[config.mk]
export PLATFORM = sky130hd
export DESIGN_NAME = instr_fetch_unit
export DESIGN_NICKNAME = d
export VERILOG_FILES = /design/src/rtl/riscv_pkg.sv /design/src/rtl/fetch_fifo.sv /design/src/rtl/instr_fetch_unit.sv
export SDC_FILE = /design/constraint.sdc
export NUM_CORES = 1
export LEC_CHECK = 0
export CAP_MARGIN = 10
export CORE_MARGIN = 4
export CORE_UTILIZATION = 40
export DETAILED_ROUTE_END_ITERATION = 10
export HOLD_SLACK_MARGIN = 0.06
export RECOVER_POWER = 25
export SLEW_MARGIN = 25
export SYNTH_ARGS = -nofsm -noshare
export SYNTH_HDL_FRONTEND = slang
export SYNTH_SLANG_ARGS = --single-unit
[constraint.sdc]
create_clock -name clk -period 6.7 [get_ports clk]
set_input_delay 1.34 -clock clk [delete_from_list [all_inputs] [get_ports clk]]
set_output_delay 1.34 -clock clk [all_outputs]
set_load 0.03 [all_outputs]
[src/rtl/riscv_pkg.sv]
// Shared fetch-side definitions: datapath width, boot address and the
// fetch controller state encoding.
package riscv_pkg;

  localparam int XLEN = 32;
  localparam logic [XLEN-1:0] RESET_PC = 32'h0000_0000;

  typedef enum logic [1:0] {
    IDLE    = 2'd0,
    REQ     = 2'd1,
    WAIT    = 2'd2,
    DISCARD = 2'd3
  } fetch_state_t;

endpackage

[src/rtl/fetch_fifo.sv]
// Prefetch buffer: circular FIFO with a combinational head so the fetch unit
// can present the oldest entry with zero latency; flush beats push and pop.
module fetch_fifo #(
  parameter int WIDTH = 64,
  parameter int DEPTH = 4
) (
  input  logic                     clk,
  input  logic                     rst_n,
  input  logic                     i_push,
  input  logic [WIDTH-1:0]         i_data,
  input  logic                     i_pop,
  input  logic                     i_flush,
  output logic                     o_full,
  output logic                     o_empty,
  output logic [$clog2(DEPTH):0]   o_count,
  output logic [WIDTH-1:0]         o_head
);

  localparam int AW = $clog2(DEPTH);

  logic [WIDTH-1:0] r_mem [DEPTH];
  logic [AW-1:0]    r_rd_ptr;
  logic [AW-1:0]    r_wr_ptr;
  logic [AW:0]      r_count;
  logic             w_do_push;
  logic             w_do_pop;

  assign o_full    = (r_count == (AW+1)'(DEPTH));
  assign o_empty   = (r_count == (AW+1)'(0));
  assign o_count   = r_count;
  assign o_head    = r_mem[r_rd_ptr];
  assign w_do_pop  = i_pop & ~o_empty;
  assign w_do_push = i_push & (~o_full | w_do_pop);

  // Storage, pointers and occupancy; flush discards everything at once.
  always_ff @(posedge clk or negedge rst_n) begin
    if (!rst_n) begin
      for (int i = 0; i < DEPTH; i++) begin
        r_mem[i] <= '0;
      end
      r_rd_ptr <= '0;
      r_wr_ptr <= '0;
      r_count  <= '0;
    end else if (i_flush) begin
      r_rd_ptr <= '0;
      r_wr_ptr <= '0;
      r_count  <= '0;
    end else begin
      if (w_do_push) begin
        r_mem[r_wr_ptr] <= i_data;
        r_wr_ptr        <= r_wr_ptr + AW'(1);
      end
      if (w_do_pop) begin
        r_rd_ptr <= r_rd_ptr + AW'(1);
      end
      case ({w_do_push, w_do_pop})
        2'b10:   r_count <= r_count + (AW+1)'(1);
        2'b01:   r_count <= r_count - (AW+1)'(1);
        default: r_count <= r_count;
      endcase
    end
  end

endmodule

[src/rtl/instr_fetch_unit.sv]
// Instruction prefetcher: one outstanding request at a time, results tagged
// with their address in a small FIFO and matched against the core's PC.
module instr_fetch_unit #(
  parameter int                XLEN     = riscv_pkg::XLEN,
  parameter int                DEPTH    = 4,
  parameter logic [XLEN-1:0]   RESET_PC = riscv_pkg::RESET_PC
) (
  input  logic              clk,
  input  logic              reset,
  input  logic [XLEN-1:0]   PC,
  input  logic              Advance,
  input  logic              Redirect,
  output logic [XLEN-1:0]   Instr,
  output logic              InstrValid,
  output logic              Stall,
  output logic              imem_req,
  output logic [XLEN-1:0]   imem_addr,
  input  logic              imem_gnt,
  input  logic              imem_rvalid,
  input  logic [XLEN-1:0]   imem_rdata
);

  import riscv_pkg::*;

  localparam int              CW      = $clog2(DEPTH) + 1;
  localparam logic [CW-1:0]   DEPTH_C = CW'(DEPTH);

  fetch_state_t      r_state;
  logic [XLEN-1:0]   r_fetch_addr;
  logic [XLEN-1:0]   r_req_addr;
  logic              r_imem_req;

  logic              w_full;
  logic              w_empty;
  logic [CW-1:0]     w_count;
  logic [2*XLEN-1:0] w_head;
  logic [XLEN-1:0]   w_head_addr;
  logic [XLEN-1:0]   w_head_data;
  logic              w_head_hit;
  logic              w_flush;
  logic              w_push;
  logic              w_pop;

  assign w_head_addr = w_head[2*XLEN-1:XLEN];
  assign w_head_data = w_head[XLEN-1:0];
  assign w_head_hit  = ~w_empty & (w_head_addr == PC);
  // A stale head (addr != PC) is treated exactly like an explicit redirect.
  assign w_flush     = Redirect | (~w_empty & ~(w_head_addr == PC));
  assign InstrValid  = w_head_hit & ~Redirect;
  assign Instr       = InstrValid ? w_head_data : '0;
  assign Stall       = ~InstrValid;
  assign w_pop       = Advance & InstrValid;
  assign w_push      = (r_state == WAIT) & imem_rvalid & ~w_flush & ~w_full;
  assign imem_req    = r_imem_req;
  assign imem_addr   = r_fetch_addr;

  fetch_fifo #(
    .WIDTH (2*XLEN),
    .DEPTH (DEPTH)
  ) u_fifo (
    .clk     (clk),
    .rst_n   (reset),
    .i_push  (w_push),
    .i_data  ({r_req_addr, imem_rdata}),
    .i_pop   (w_pop),
    .i_flush (w_flush),
    .o_full  (w_full),
    .o_empty (w_empty),
    .o_count (w_count),
    .o_head  (w_head)
  );

  // Fetch controller: request issue, response tracking and flush recovery.
  always_ff @(posedge clk or negedge reset) begin
    if (!reset) begin
      r_state      <= IDLE;
      r_fetch_addr <= RESET_PC;
      r_req_addr   <= RESET_PC;
      r_imem_req   <= 1'b0;
    end else begin
      case (r_state)
        IDLE: begin
          if (w_flush) begin
            r_fetch_addr <= PC;
          end else if (w_count < DEPTH_C) begin
            r_state    <= REQ;
            r_imem_req <= 1'b1;
          end
        end
        REQ: begin
          if (imem_gnt) begin
            r_req_addr <= r_fetch_addr;
            r_imem_req <= 1'b0;
            if (w_flush) begin
              r_fetch_addr <= PC;
              r_state      <= DISCARD;
            end else begin
              r_fetch_addr <= r_fetch_addr + XLEN'(4);
              r_state      <= WAIT;
            end
          end else if (w_flush) begin
            r_fetch_addr <= PC;
            r_imem_req   <= 1'b0;
            r_state      <= IDLE;
          end
        end
        WAIT: begin
          if (w_flush) begin
            r_fetch_addr <= PC;
            r_state      <= imem_rvalid ? IDLE : DISCARD;
          end else if (imem_rvalid) begin
            r_state <= IDLE;
          end
        end
        DISCARD: begin
          if (w_flush) begin
            r_fetch_addr <= PC;
          end
          if (imem_rvalid) begin
            r_state <= IDLE;
          end
        end
        default: begin
          r_state    <= IDLE;
          r_imem_req <= 1'b0;
        end
      endcase
    end
  end

endmodule

==> impl_summary.txt <==
----------------------------------------------------
[Run status]
  Result of the run ... complete, but fails checks
  Failing checks ... max-capacitance violations, max-slew violations

[STA]
  Final critical-path share of the clock period ... 0.913
  Actual slew at the worst max-slew pin ... between 2 and 2.5 ns
  Max Slew Vio Count ... a little under 200
  Worst setup skew after layout ... about 0.019 ns
  Final setup TNS ... 0 ns
  Setup slack of the critical path after layout ... roughly 0.58 ns
  Setup repair after global routing missed its margin ... false
  Slew headroom ... -0.569
  Final-report setup violation count ... 0
  Tmin final ... 6.12 ns
  Final Hold Vio Count ... 0
  Max frequency ... approximately 0.16 GHz
  Tightest hold margin ... just under 0.5 ns

[CTS]
  Buffers inserted by post-CTS timing repair ... 0
  Clock tree buffer depth ... 3
  Clock latency on the worst-skew pair ... between 0.5 and 0.6 ns
  Number of instances resized during post-cts repair ... 0
  Clk root buf ... sky130_fd_sc_hd__clkbuf_16
  Number of hold buffers added after cts ... 0
  Number of clock sinks ... 330
  TritonCTS clock tree ... yes
  H-Tree Level Count ... 2
  CTS Buf Count ... 38
  Clock-pin slew on the worst setup and hold paths ... approximately 0.060 ns

[Worst setup path]
  Max stage delay on crit path ... slightly above 0.8 ns
  Worst reg2reg endpoint ... u_fifo.r_mem[248]
  Reg-to-reg slack, setup ... roughly 1.2 ns
  Worst EP required ... about 5.4 ns
  Crit path buffers/inverters ... 3
  Data arrival time of the critical path ... ~4.8 ns
  Critical Path Start Type ... flop
  Critical path's slowest cell ... sky130_fd_sc_hd__dfrtp_4
  Cell occurring most often along the worst timing path ... sky130_fd_sc_hd__buf_4
  Crit. End Element ... output port
  Highest net fanout along the worst path ... 36
  Worst setup path category ... flop to output port
  Cell depth of the worst flop-to-flop path ... 11
  Cells traversed along the worst timing path ... buf_4 > mux4_2 > xnor2_1 > nand4_1 > nor4_2 > nand3_2 > buf_4 > nor2b_1 > clkdlybuf4s50_1
  Kind of cell adding the most delay to the critical path ... buffers and inverters
  Reg-to-reg critical path startpoint ... u_fifo.r_rd_ptr[0]

[Floorplan]
  Core Rows ... 70
  Chip Height ... between 200 and 250 microns
  Core footprint ... 37000 sq um
  Total I/O pin count ... approximately 140
  Total die area ... 41000 sq um
  Overall die width ... between 200 and 250 microns
  Effective utilization at floorplan ... 0.409

[Routing]
  1st-iter DRT viols ... approximately 480
  Vias per cell ... between 5 and 6
  Remaining antenna violation count ... 0
  First-pass iteration count of the detailed router ... 6
  Count of unresolved DRC violations after routing ... 0
  Average detailed-routed wire length per instance ... approximately 20 microns
  Count of vias placed by the detailed router ... about 9100
  WL final ... roughly 35 mm

[Logic synthesis]
  Compound-Gate Fraction of Synth Area ... 0.0144
  Share of synthesized cell area in full adder, half adder and majority cells ... 0.00628
  Post-Syn Area ... approximately 15000 sq um
  Multiplexer share of the synthesized area ... 0.290
  Cell variety after synth ... 34
  Synthesized-area fraction occupied by and/or/nand/nor cells ... 0.0726
  Sequential-to-total area share from yosys stat ... 0.546
  Number of cells produced by synthesis ... approximately 1100
  Number of synthesized register bits ... 330
  Post-synthesis area per instance ... 14.0 sq um
  Area share of xor/xnor cells in the synthesized design ... 0.0388
  Yosys Warn Count ... 0
  Combinational family with the most area after synthesis ... multiplexers
  Post-Synthesis Net Count ... roughly 1200

[Global route]
  Overflow left after global routing ... 0
  GRT Util Overall ... 0.173
  Initial antenna violation count ... 1
  Via count of the first global-routing pass ... between 9000 and 10000
  Largest net degree at the start of global routing ... 150
  First-pass GRT wire length ... around 57 mm

[Final layout]
  Area Growth Syn to Fin ... 19.2%
  Cell area after layout ... between 15000 and 20000 sq um
  Final core area utilization ... 0.488
  Non-Filler Instances ... between 1500 and 2000
  Ratio of cells with drive above 1 in the final layout ... 0.330
  Antenna diode count ... 0
  Filler Cell Count ... ~3300
  Final nets ... around 1300

[Worst hold path]
  Hold Path Class ... flop to flop
  WHS Path Cells ... 2
  End point of the worst hold path ... r_req_addr[0]
  Beginning of the worst hold path ... imem_addr[0]

[Placed design]
  HPWL after detailed placement ... ~22 mm
  Placed cell count ... roughly 1700
  Final GP Congestion ... 0.763
  Count of port buffers added during placement ... 136
  Placement-stage worst setup slack ... 0.986 ns
  Post-detailed-placement cell area ... roughly 17000 sq um

[Power and ir drop]
  LEAKAGE ... 7.89 nW
  IR Drop Worst-Case VDD ... around 180 uV
  Power per unit of standard cell area ... about 330 nW/um^2
  Tot Pwr ... between 6 and 7 mW

[Run]
  Max capacitance violation total ... 2

----------------------------------------------------
-- worst max path at each step --
stage,from,cells past startpoint,slack (ns),end
6_report,u_fifo.r_rd_ptr[0],9,0.58,Instr[4]
3_5_place_dp,PC[24],8,0.99,Instr[10]
3_3_place_gp,PC[25],8,0.99,Instr[11]
4_1_cts,u_fifo.r_rd_ptr[0],9,0.49,Instr[4]
2_1_floorplan,PC[7],6,2.29,Instr[23]
5_1_grt,u_fifo.r_rd_ptr[0],9,0.31,Instr[4]
-- area by class of cell --
cell class,instances,area (sq um),area share
clock buffer,49,1010,0.0562
clock inverter,13,134,0.00742
inverter,10,37.5,0.00208
multi-input combinational,678,6400,0.355
sequential,330,8260,0.458
tap,504,631,0.0350
timing repair buffer,158,1550,0.0860
-- where the power goes --
part           total [mW]  internal, mW  switching [mW]
registers            2.77          2.44           0.335
logic                1.32         0.723           0.600
clock network        1.94          1.14           0.799
-- kinds of logic after synthesis --
kind of cell,Yosys count
flops,330
mux,326
simple gates,237
buf+inv,72
xor+xnor,67
compound gates,41
fa+ha+maj,7
-- synthesized netlist by cell type, drive strengths merged --
master,n,share of area
dfrtp,330,0.55
mux2,260,0.19
nand2,106,0.026
mux4,64,0.095
xnor2,52,0.030
buf,43,0.025
nor2,43,0.011
nor2b,33,0.014
a21oi,30,0.010
clkbuf,19,0.0047
nand4,16,0.0066
xor2,15,0.0087
nor3,14,0.0046
nand3,11,0.0036
inv,10,0.0025
o21ai,7,0.0023
and3,6,0.0025
ha,6,0.0050
nor4,4,0.0025
a31oi,2,0.00083
mux2i,2,0.0013
a211oi,1,0.00050
and3b,1,0.00058
and4,1,0.00058
fa,1,0.0013
o41ai,1,0.00058
or2,1,0.00041
or3,1,0.00041
-- cell usage in the layout, fill, tap and decap left out, types with 12 or more instances in the layout --
cell | netlist | routed
sky130_fd_sc_hd__clkbuf_16 | 0 | 39
sky130_fd_sc_hd__nor2b_1 | 33 | 33
sky130_fd_sc_hd__a21oi_1 | 29 | 29
sky130_fd_sc_hd__nand4_1 | 16 | 16
sky130_fd_sc_hd__mux4_2 | 64 | 64
sky130_fd_sc_hd__xnor2_1 | 52 | 52
sky130_fd_sc_hd__nand2_1 | 106 | 106
sky130_fd_sc_hd__clkdlybuf4s50_1 | 0 | 135
sky130_fd_sc_hd__nor3_1 | 14 | 14
sky130_fd_sc_hd__xor2_1 | 15 | 15
sky130_fd_sc_hd__clkbuf_1 | 19 | 12
sky130_fd_sc_hd__dfrtp_1 | 330 | 328
sky130_fd_sc_hd__buf_4 | 5 | 16
sky130_fd_sc_hd__mux2_2 | 260 | 260
sky130_fd_sc_hd__nor2_1 | 42 | 42
-- sequential cells by signal, summed over array words and instances, names as in the netlist --
name / cells
u_fifo.r_wr_ptr: 2
imem_addr: 32
r_state: 2
u_fifo.r_mem: 256
r_req_addr: 32
u_fifo.r_rd_ptr: 2
u_fifo.o_count: 3
imem_req: 1
-- worst register-to-register path: cells and delay by family (launching register included) --
kind                      cells  cell delay, ns
buffers and inverters         3            1.49
and+or+nand+nor               4            1.29
DFF                           1            0.82
xor gates and xnor gates      1            0.48
muxes                         2            0.96
AOI/OAI and AO/OA             1            0.32
-- per-layer routing --
layer / wire length (microns) / up-vias / track usage
li1: - / 4107 / -
met1: 16400 / 4734 / 0.255
met2: 16200 / 203 / 0.273
met3: 1770 / 46 / 0.0300
met4: 611 / 2 / 0.0369
met5: 7 / - / 0
No activity file was read; power rests on OpenSTA's default activity.
